--- config.mk ---
export PLATFORM = sky130hd
export DESIGN_NAME = w_mem_access_sequencer
export DESIGN_NICKNAME = d
export VERILOG_FILES = /design/src/rtl/w_mem_access_sequencer.sv
export SDC_FILE = /design/constraint.sdc
export NUM_CORES = 1
export LEC_CHECK = 0
export CORE_UTILIZATION = 42
export DETAILED_ROUTE_END_ITERATION = 10
export PLACE_DENSITY_LB_ADDON = 0.05
export SYNTH_ARGS = -nofsm -noshare
export SYNTH_HDL_FRONTEND = slang
export SYNTH_SLANG_ARGS = --single-unit
--- constraint.sdc ---
create_clock -name clk -period 6.7 [get_ports clk]
set_input_delay 1.675 -clock clk [delete_from_list [all_inputs] [get_ports clk]]
set_output_delay 1.675 -clock clk [all_outputs]
set_load 0.05 [all_outputs]
--- src/rtl/w_mem_access_sequencer.sv ---
// Weight-memory access sequencer: loader writes while idle, then repeated linear read passes
// streamed to the PE array through a small credit-controlled FIFO that absorbs the read latency.
module w_mem_access_sequencer #(
    parameter int ADDR_W     = 12,
    parameter int CNN_W      = 32,
    parameter int FC_W       = 128,
    parameter int FIFO_DEPTH = 2,
    parameter int MODE_CNN   = 1
) (
    input  logic              clk,
    input  logic              reset,
    input  logic              start,
    input  logic              abort,
    input  logic [2:0]        cfg_mode,
    input  logic [ADDR_W-1:0] cfg_base,
    input  logic [ADDR_W-1:0] cfg_num_words,
    input  logic [7:0]        cfg_num_passes,
    output logic              busy,
    output logic              done,
    input  logic              ld_valid,
    output logic              ld_ready,
    input  logic              ld_fc,
    input  logic [ADDR_W-1:0] ld_addr,
    input  logic [CNN_W-1:0]  ld_data,
    output logic [2:0]        mem_mode,
    output logic              mem_rd_enable,
    output logic [ADDR_W-1:0] mem_rd_addr_cnn,
    output logic [ADDR_W-1:0] mem_rd_addr_fc,
    output logic              mem_wr_enable_cnn,
    output logic              mem_wr_enable_fc,
    output logic [ADDR_W-1:0] mem_wr_addr_cnn,
    output logic [ADDR_W-1:0] mem_wr_addr_fc,
    output logic [CNN_W-1:0]  mem_wr_data_cnn,
    output logic [CNN_W-1:0]  mem_wr_data_fc,
    input  logic [CNN_W-1:0]  mem_rd_data,
    input  logic [FC_W-1:0]   mem_rd_data_fc,
    output logic              out_valid,
    input  logic              out_ready,
    output logic [FC_W-1:0]   out_data,
    output logic              out_last
);

    localparam int PTR_W = (FIFO_DEPTH > 1) ? $clog2(FIFO_DEPTH) : 1;
    localparam int CNT_W = $clog2(FIFO_DEPTH + 1);
    localparam int OCC_W = CNT_W + 1;

    typedef enum logic [1:0] {IDLE, RUN, DRAIN} state_t;
    state_t state, state_next;

    logic [2:0]        mode_q;
    logic [ADDR_W-1:0] base_q, num_q, idx_q;
    logic [7:0]        passes_q, pass_q;
    logic              zero_done;
    logic              rd_vld_p1, rd_last_p1;

    logic [FC_W-1:0]   fifo_data [FIFO_DEPTH];
    logic              fifo_last [FIFO_DEPTH];
    logic [PTR_W-1:0]  wr_ptr, rd_ptr;
    logic [CNT_W-1:0]  count;

    logic              pop, push, rd_issue, rd_last, credit_ok, drained;
    logic [OCC_W-1:0]  occupancy;
    logic [FC_W-1:0]   rd_word;

    function automatic logic [PTR_W-1:0] ptr_inc(input logic [PTR_W-1:0] p);
        return (p == PTR_W'(FIFO_DEPTH - 1)) ? '0 : p + PTR_W'(1);
    endfunction

    // Credits count both stored words and the one read whose data is still on the memory bus.
    assign out_valid = (count != '0);
    assign pop       = out_valid & out_ready;
    assign push      = rd_vld_p1 & ~abort;
    assign occupancy = OCC_W'(count) + OCC_W'(rd_vld_p1) - OCC_W'(pop);
    assign credit_ok = (occupancy < OCC_W'(FIFO_DEPTH));
    assign rd_last   = (idx_q == num_q - ADDR_W'(1)) && (pass_q == passes_q - 8'd1);
    assign drained   = (count == '0) && !rd_vld_p1;
    assign rd_word   = (mode_q == 3'(MODE_CNN)) ? FC_W'(mem_rd_data) : mem_rd_data_fc;

    assign mem_rd_addr_cnn = base_q + idx_q;
    assign mem_rd_addr_fc  = base_q + idx_q;
    assign mem_wr_addr_cnn = ld_addr;
    assign mem_wr_addr_fc  = ld_addr;
    assign mem_wr_data_cnn = ld_data;
    assign mem_wr_data_fc  = ld_data;
    assign out_data        = fifo_data[rd_ptr];
    assign out_last        = out_valid & fifo_last[rd_ptr];

    always_ff @(posedge clk or negedge reset) begin
        if (!reset) state <= IDLE;
        else        state <= state_next;
    end

    always_comb begin
        state_next = state;
        case (state)
            IDLE:    if (start && cfg_num_words != '0) state_next = RUN;
            RUN:     if (abort) state_next = IDLE;
                     else if (rd_issue && rd_last) state_next = DRAIN;
            DRAIN:   if (abort || drained) state_next = IDLE;
            default: state_next = IDLE;
        endcase
    end

    always_comb begin
        busy              = (state == RUN) || (state == DRAIN);
        ld_ready          = (state == IDLE);
        done              = zero_done | ((state == DRAIN) && drained && !abort);
        rd_issue          = (state == RUN) && credit_ok && !abort;
        mem_rd_enable     = rd_issue;
        mem_wr_enable_cnn = ld_ready & ld_valid & ~ld_fc;
        mem_wr_enable_fc  = ld_ready & ld_valid & ld_fc;
        mem_mode          = (state == IDLE) ? cfg_mode : mode_q;
    end

    // Stage p0: latched run configuration and read index/pass counters
    always_ff @(posedge clk or negedge reset) begin
        if (!reset) begin
            mode_q    <= '0;
            base_q    <= '0;
            num_q     <= '0;
            passes_q  <= '0;
            idx_q     <= '0;
            pass_q    <= '0;
            zero_done <= 1'b0;
        end else begin
            zero_done <= (state == IDLE) && start && (cfg_num_words == '0);
            if (state == IDLE && start) begin
                mode_q   <= cfg_mode;
                base_q   <= cfg_base;
                num_q    <= cfg_num_words;
                passes_q <= (cfg_num_passes == 8'd0) ? 8'd1 : cfg_num_passes;
                idx_q    <= '0;
                pass_q   <= '0;
            end else if (rd_issue) begin
                if (idx_q == num_q - ADDR_W'(1)) begin
                    idx_q  <= '0;
                    pass_q <= pass_q + 8'd1;
                end else begin
                    idx_q <= idx_q + ADDR_W'(1);
                end
            end
        end
    end

    // Stage p1: read in flight; data returns from the memory this cycle
    always_ff @(posedge clk or negedge reset) begin
        if (!reset) begin
            rd_vld_p1  <= 1'b0;
            rd_last_p1 <= 1'b0;
        end else begin
            rd_vld_p1  <= rd_issue;
            rd_last_p1 <= rd_issue & rd_last;
        end
    end

    // Stage p2: output FIFO; abort discards stored words and the in-flight return
    always_ff @(posedge clk or negedge reset) begin
        if (!reset) begin
            wr_ptr <= '0;
            rd_ptr <= '0;
            count  <= '0;
        end else if (abort && busy) begin
            wr_ptr <= '0;
            rd_ptr <= '0;
            count  <= '0;
        end else begin
            if (push) wr_ptr <= ptr_inc(wr_ptr);
            if (pop)  rd_ptr <= ptr_inc(rd_ptr);
            case ({push, pop})
                2'b10:   count <= count + CNT_W'(1);
                2'b01:   count <= count - CNT_W'(1);
                default: count <= count;
            endcase
        end
    end

    always_ff @(posedge clk) begin
        if (push) begin
            fifo_data[wr_ptr] <= rd_word;
            fifo_last[wr_ptr] <= rd_last_p1;
        end
    end

endmodule

==> results.py <==
metrics = {
    "status": {
        "outcome": "completed",
    },
    "sta": {
        "setup_tns_ns": 0,
        "worst_slew_pin_slew_ns": 1.092,
        "finalMaxSlewViolations": 0,
        "skew_ns": 0.01189,
        "max_freq_ghz": 0.1701,
        "relSlewSlack": 0.2719,
        "layout_min_cycle_time_ns": 5.877,
        "rsz0062_at_grt": "false",
        "hold_viol": 0,
        "finalSetupViolations": 0,
        "timing.final.crit_share": 0.8772,
    },
    "pwr": {
        "swShare": 0.4072,
        "switchingPower_uw": 3588,
        "cell_internal_pwr_uw": 5225,
        "power_density_nw_per_um2": 445.2,
        "seq_power_share": 0.324,
        "p_leak_uw": 0.007135,
        "peakVddDrop_mv": 0.4622,
        "pwr-share-comb": 0.459,
        "pwr-share-clk": 0.217,
    },
    "cts": {
        "postCtsHoldBufs": 0,
        "cts_root_buf": "clkbuf_16",
        "h-tree-depth": 2,
        "cts_buffer_depth": 3,
        "cts.clk_slew.worst_paths_ns": 0.06,
        "cts.sinks": 322,
        "cts_buffers": 37,
        "cts_resized": 0,
        "cts_tree": "yes",
        "post_cts_buffers": 0,
        "clk_latency_ns": 0.51,
    },
    "setup_path": {
        "crit_type": "in2out",
        "reg2regPathDepth": 13,
        "regToRegStartpoint": "count[1]$_DFFE_PN0P_",
        "r2r_end": "pass_q[6]$_DFFE_PN0P_",
        "cp-end-kind": "primary output",
        "reg2reg_slack_ns": 2.83,
        "worstPathArrival_ns": 4.20,
        "required_ns": 5.03,
        "start_kind": "input port",
        "cp_max_fo": 8,
    },
    "route": {
        "antenna_left": 0,
        "drt_pass1_iterations": 4,
        "vias": 9543,
        "wl_met1_mm": 14.56,
        "dr.max_layer_used": "met5",
        "drc": 0,
        "wl_per_cell_um": 18.56,
        "drt_wl_total_mm": 35.35,
        "vias_per_cell": 5.009,
        "dr_wl_met2_mm": 17.47,
        "route.met3.wl_mm": 2.310,
        "drt_iter0_drc": 509,
    },
    "min_path": {
        "hold_path_startpoint": "rd_last_p1$_DFF_PN0_",
        "hold_class": "reg2reg",
        "holdPathStages": 0,
        "hold_path_end": "fifo_last[1]$_DFFE_PP_",
    },
    "synth": {
        "synth-compound-area-share": 0.03310,
        "synth_xor_area_frac": 0.02536,
        "yosys_warnings": 0,
        "async_reset_ff_frac": 0.1988,
        "syn_avg_cell_area_um2": 13.31,
        "ys_ff_latch": 322,
        "synth_area_um2": 15190,
        "synth_cell_type_count": 62,
        "seq_area_frac_synth": 0.6153,
        "synth-simple-area-share": 0.1192,
        "synth_ff_type": "edfxtp_1",
        "syn_inst": 1142,
        "synthMuxAreaShare": 0.1222,
        "synth_top_family_by_area": "multiplexers",
        "synth_edf_count": 258,
        "synth_nets": 1409,
        "synth-adder-area-share": 0.01828,
    },
    "global_routing": {
        "antenna_found_initial": 7,
        "grt_max_degree": 78,
        "track_usage": 0.1859,
        "grt_pass1_vias": 9557,
        "overflow": 0,
        "grt_pass1_wl_mm": 52.97,
    },
    "die": {
        "row_count": 69,
        "die_h_um": 192.2,
        "die_area_um2": 36940,
        "ios": 497,
        "die_w_um": 192.2,
        "initial_core_util": 0.4272,
        "core_um2": 35570,
    },
    "place": {
        "dpl.hpwl_mm": 24.40,
        "place_congestion": 0.7988,
        "io_buffer_count": 364,
        "dpl-instance-area_um2": 18620,
    },
    "final_layout": {
        "final_common_cell": "clkdlybuf4s50_1",
        "final_layout_size_suffix_gt1_frac": 0.1750,
        "nFillCells": 3044,
        "layout_common_cells": "clkdlybuf4s50_1 (362), edfxtp_1 (258), mux2_2 (164), nand2_1 (127), nor2b_1 (98)",
        "num-nets-final": 1679,
        "stdcell_area_um2": 19800,
        "areaGrowthSynthToFinish_pct": 30.28,
    },
    "flow_run": {
        "drv_cap": 0,
    },
}
==> registers in the layout, indices dropped and copies added, names as in the netlist, 2 cells and up <==
register / count
mode_q: 3
num_q: 12
fifo_data: 256
pass_q: 8
passes_q: 8
count: 2
idx_q: 12
state: 2
fifo_last: 2
base_q: 12
==> power groups by stage <==
| stage | logic, uW | clock network [uW] | registers [uW] |
|---|---|---|---|
| 6_report | 4050 | 1920 | 2850 |
| 5_1_grt | 4300 | 2040 | 2900 |
| 2_1_floorplan | 3160 | 0 | 2780 |
| 4_1_cts | 4100 | 1970 | 2860 |
| 3_3_place_gp | 4040 | 0 | 2890 |
| 3_5_place_dp | 4080 | 0 | 2900 |
==> layer usage <==
metal | vias up | global-route usage
met5 | - | 0
met4 | 4 | 0.05663
met3 | 77 | 0.04440
met2 | 289 | 0.3177
met1 | 4644 | 0.2319
li1 | 4529 | -
==> logic make-up after synthesis <==
group,after synthesis
and+or+nand+nor,350
DFF,322
buffers and inverters,167
muxes,165
AOI/OAI and AO/OA,73
xor gates and xnor gates,44
adders and majority gates,21
==> through the flow <==
stage | total power (uW) | hold WS (ns) | worst slack [ns] | cells | util
floorplan | 5933 | 0.4204 | 0.8183 | 1142 | -
global placement | 6934 | 0.4227 | 0.9056 | 1834 | 0.5234
detailed placement | 6977 | 0.4500 | 0.8502 | 1834 | 0.5234
CTS | 8923 | 0.4432 | 0.8454 | 1901 | 0.5562
global route | 9235 | 0.4585 | 0.6494 | 1903 | 0.5564
finish | 8813 | 0.4530 | 0.8226 | 1905 | 0.5565
==> synthesized netlist by cell type (all sizes together), types with 2 or more instances <==
library cell / instances / area share
a2111oi: 3 / 0.0022
a211oi: 4 / 0.0020
a21boi: 2 / 0.00099
a21o: 4 / 0.0021
a21oi: 15 / 0.0049
a221o: 2 / 0.0014
a31o: 3 / 0.0017
a31oi: 3 / 0.0012
and2: 7 / 0.0029
and3: 5 / 0.0021
buf: 108 / 0.052
clkbuf: 37 / 0.0091
dfrtp: 64 / 0.11
edfxtp: 258 / 0.51
fa: 2 / 0.0026
ha: 19 / 0.016
inv: 22 / 0.0054
mux2: 164 / 0.12
nand2: 129 / 0.032
nand2b: 5 / 0.0021
nand3: 13 / 0.0043
nand3b: 5 / 0.0025
nand4: 7 / 0.0029
nor2: 36 / 0.0089
nor2b: 98 / 0.040
nor3: 14 / 0.0054
nor3b: 6 / 0.0030
nor4: 8 / 0.0037
o211ai: 2 / 0.00099
o21ai: 21 / 0.0069
o31ai: 4 / 0.0020
o41ai: 2 / 0.0012
or2: 3 / 0.0012
or3: 8 / 0.0033
or4: 3 / 0.0017
xnor2: 29 / 0.017
xor2: 15 / 0.0086
==> how the worst max path moves through the flow <==
| stage | startpoint | endpoint | slack [ns] | depth (start not counted) |
|---|---|---|---|---|
| 2_1_floorplan | abort | fifo_data[0][0]$_DFFE_PP_ | 0.82 | 4 |
| 3_3_place_gp | out_ready | mem_rd_enable | 0.91 | 9 |
| 3_5_place_dp | out_ready | mem_rd_enable | 0.85 | 9 |
| 4_1_cts | out_ready | mem_rd_enable | 0.85 | 9 |
| 5_1_grt | out_ready | mem_rd_enable | 0.65 | 9 |
| 6_report | out_ready | mem_rd_enable | 0.82 | 9 |
==> area by class of cell <==
class                   instances  area (um^2)  area share
inverters                      22        82.58    0.004172
clock buffers                  48         1020     0.05151
diodes                          4        10.01   0.0005057
flip-flops and latches        322         9353      0.4725
repair buffers                376         3751      0.1895
well taps                     461        576.8     0.02914
clock inverters                19        150.1    0.007585
multi-input cells             653         4852      0.2451
==> critical path: stages <==
cell	delay [ns]
clkdlybuf4s50_1	0.56
and2_1	0.20
ha_1	0.23
nand2b_1	0.15
fa_1	0.39
xnor2_1	0.15
nand4_1	0.39
inv_1	0.22
buf_4	0.23
Power figures use the tool's default switching activity.
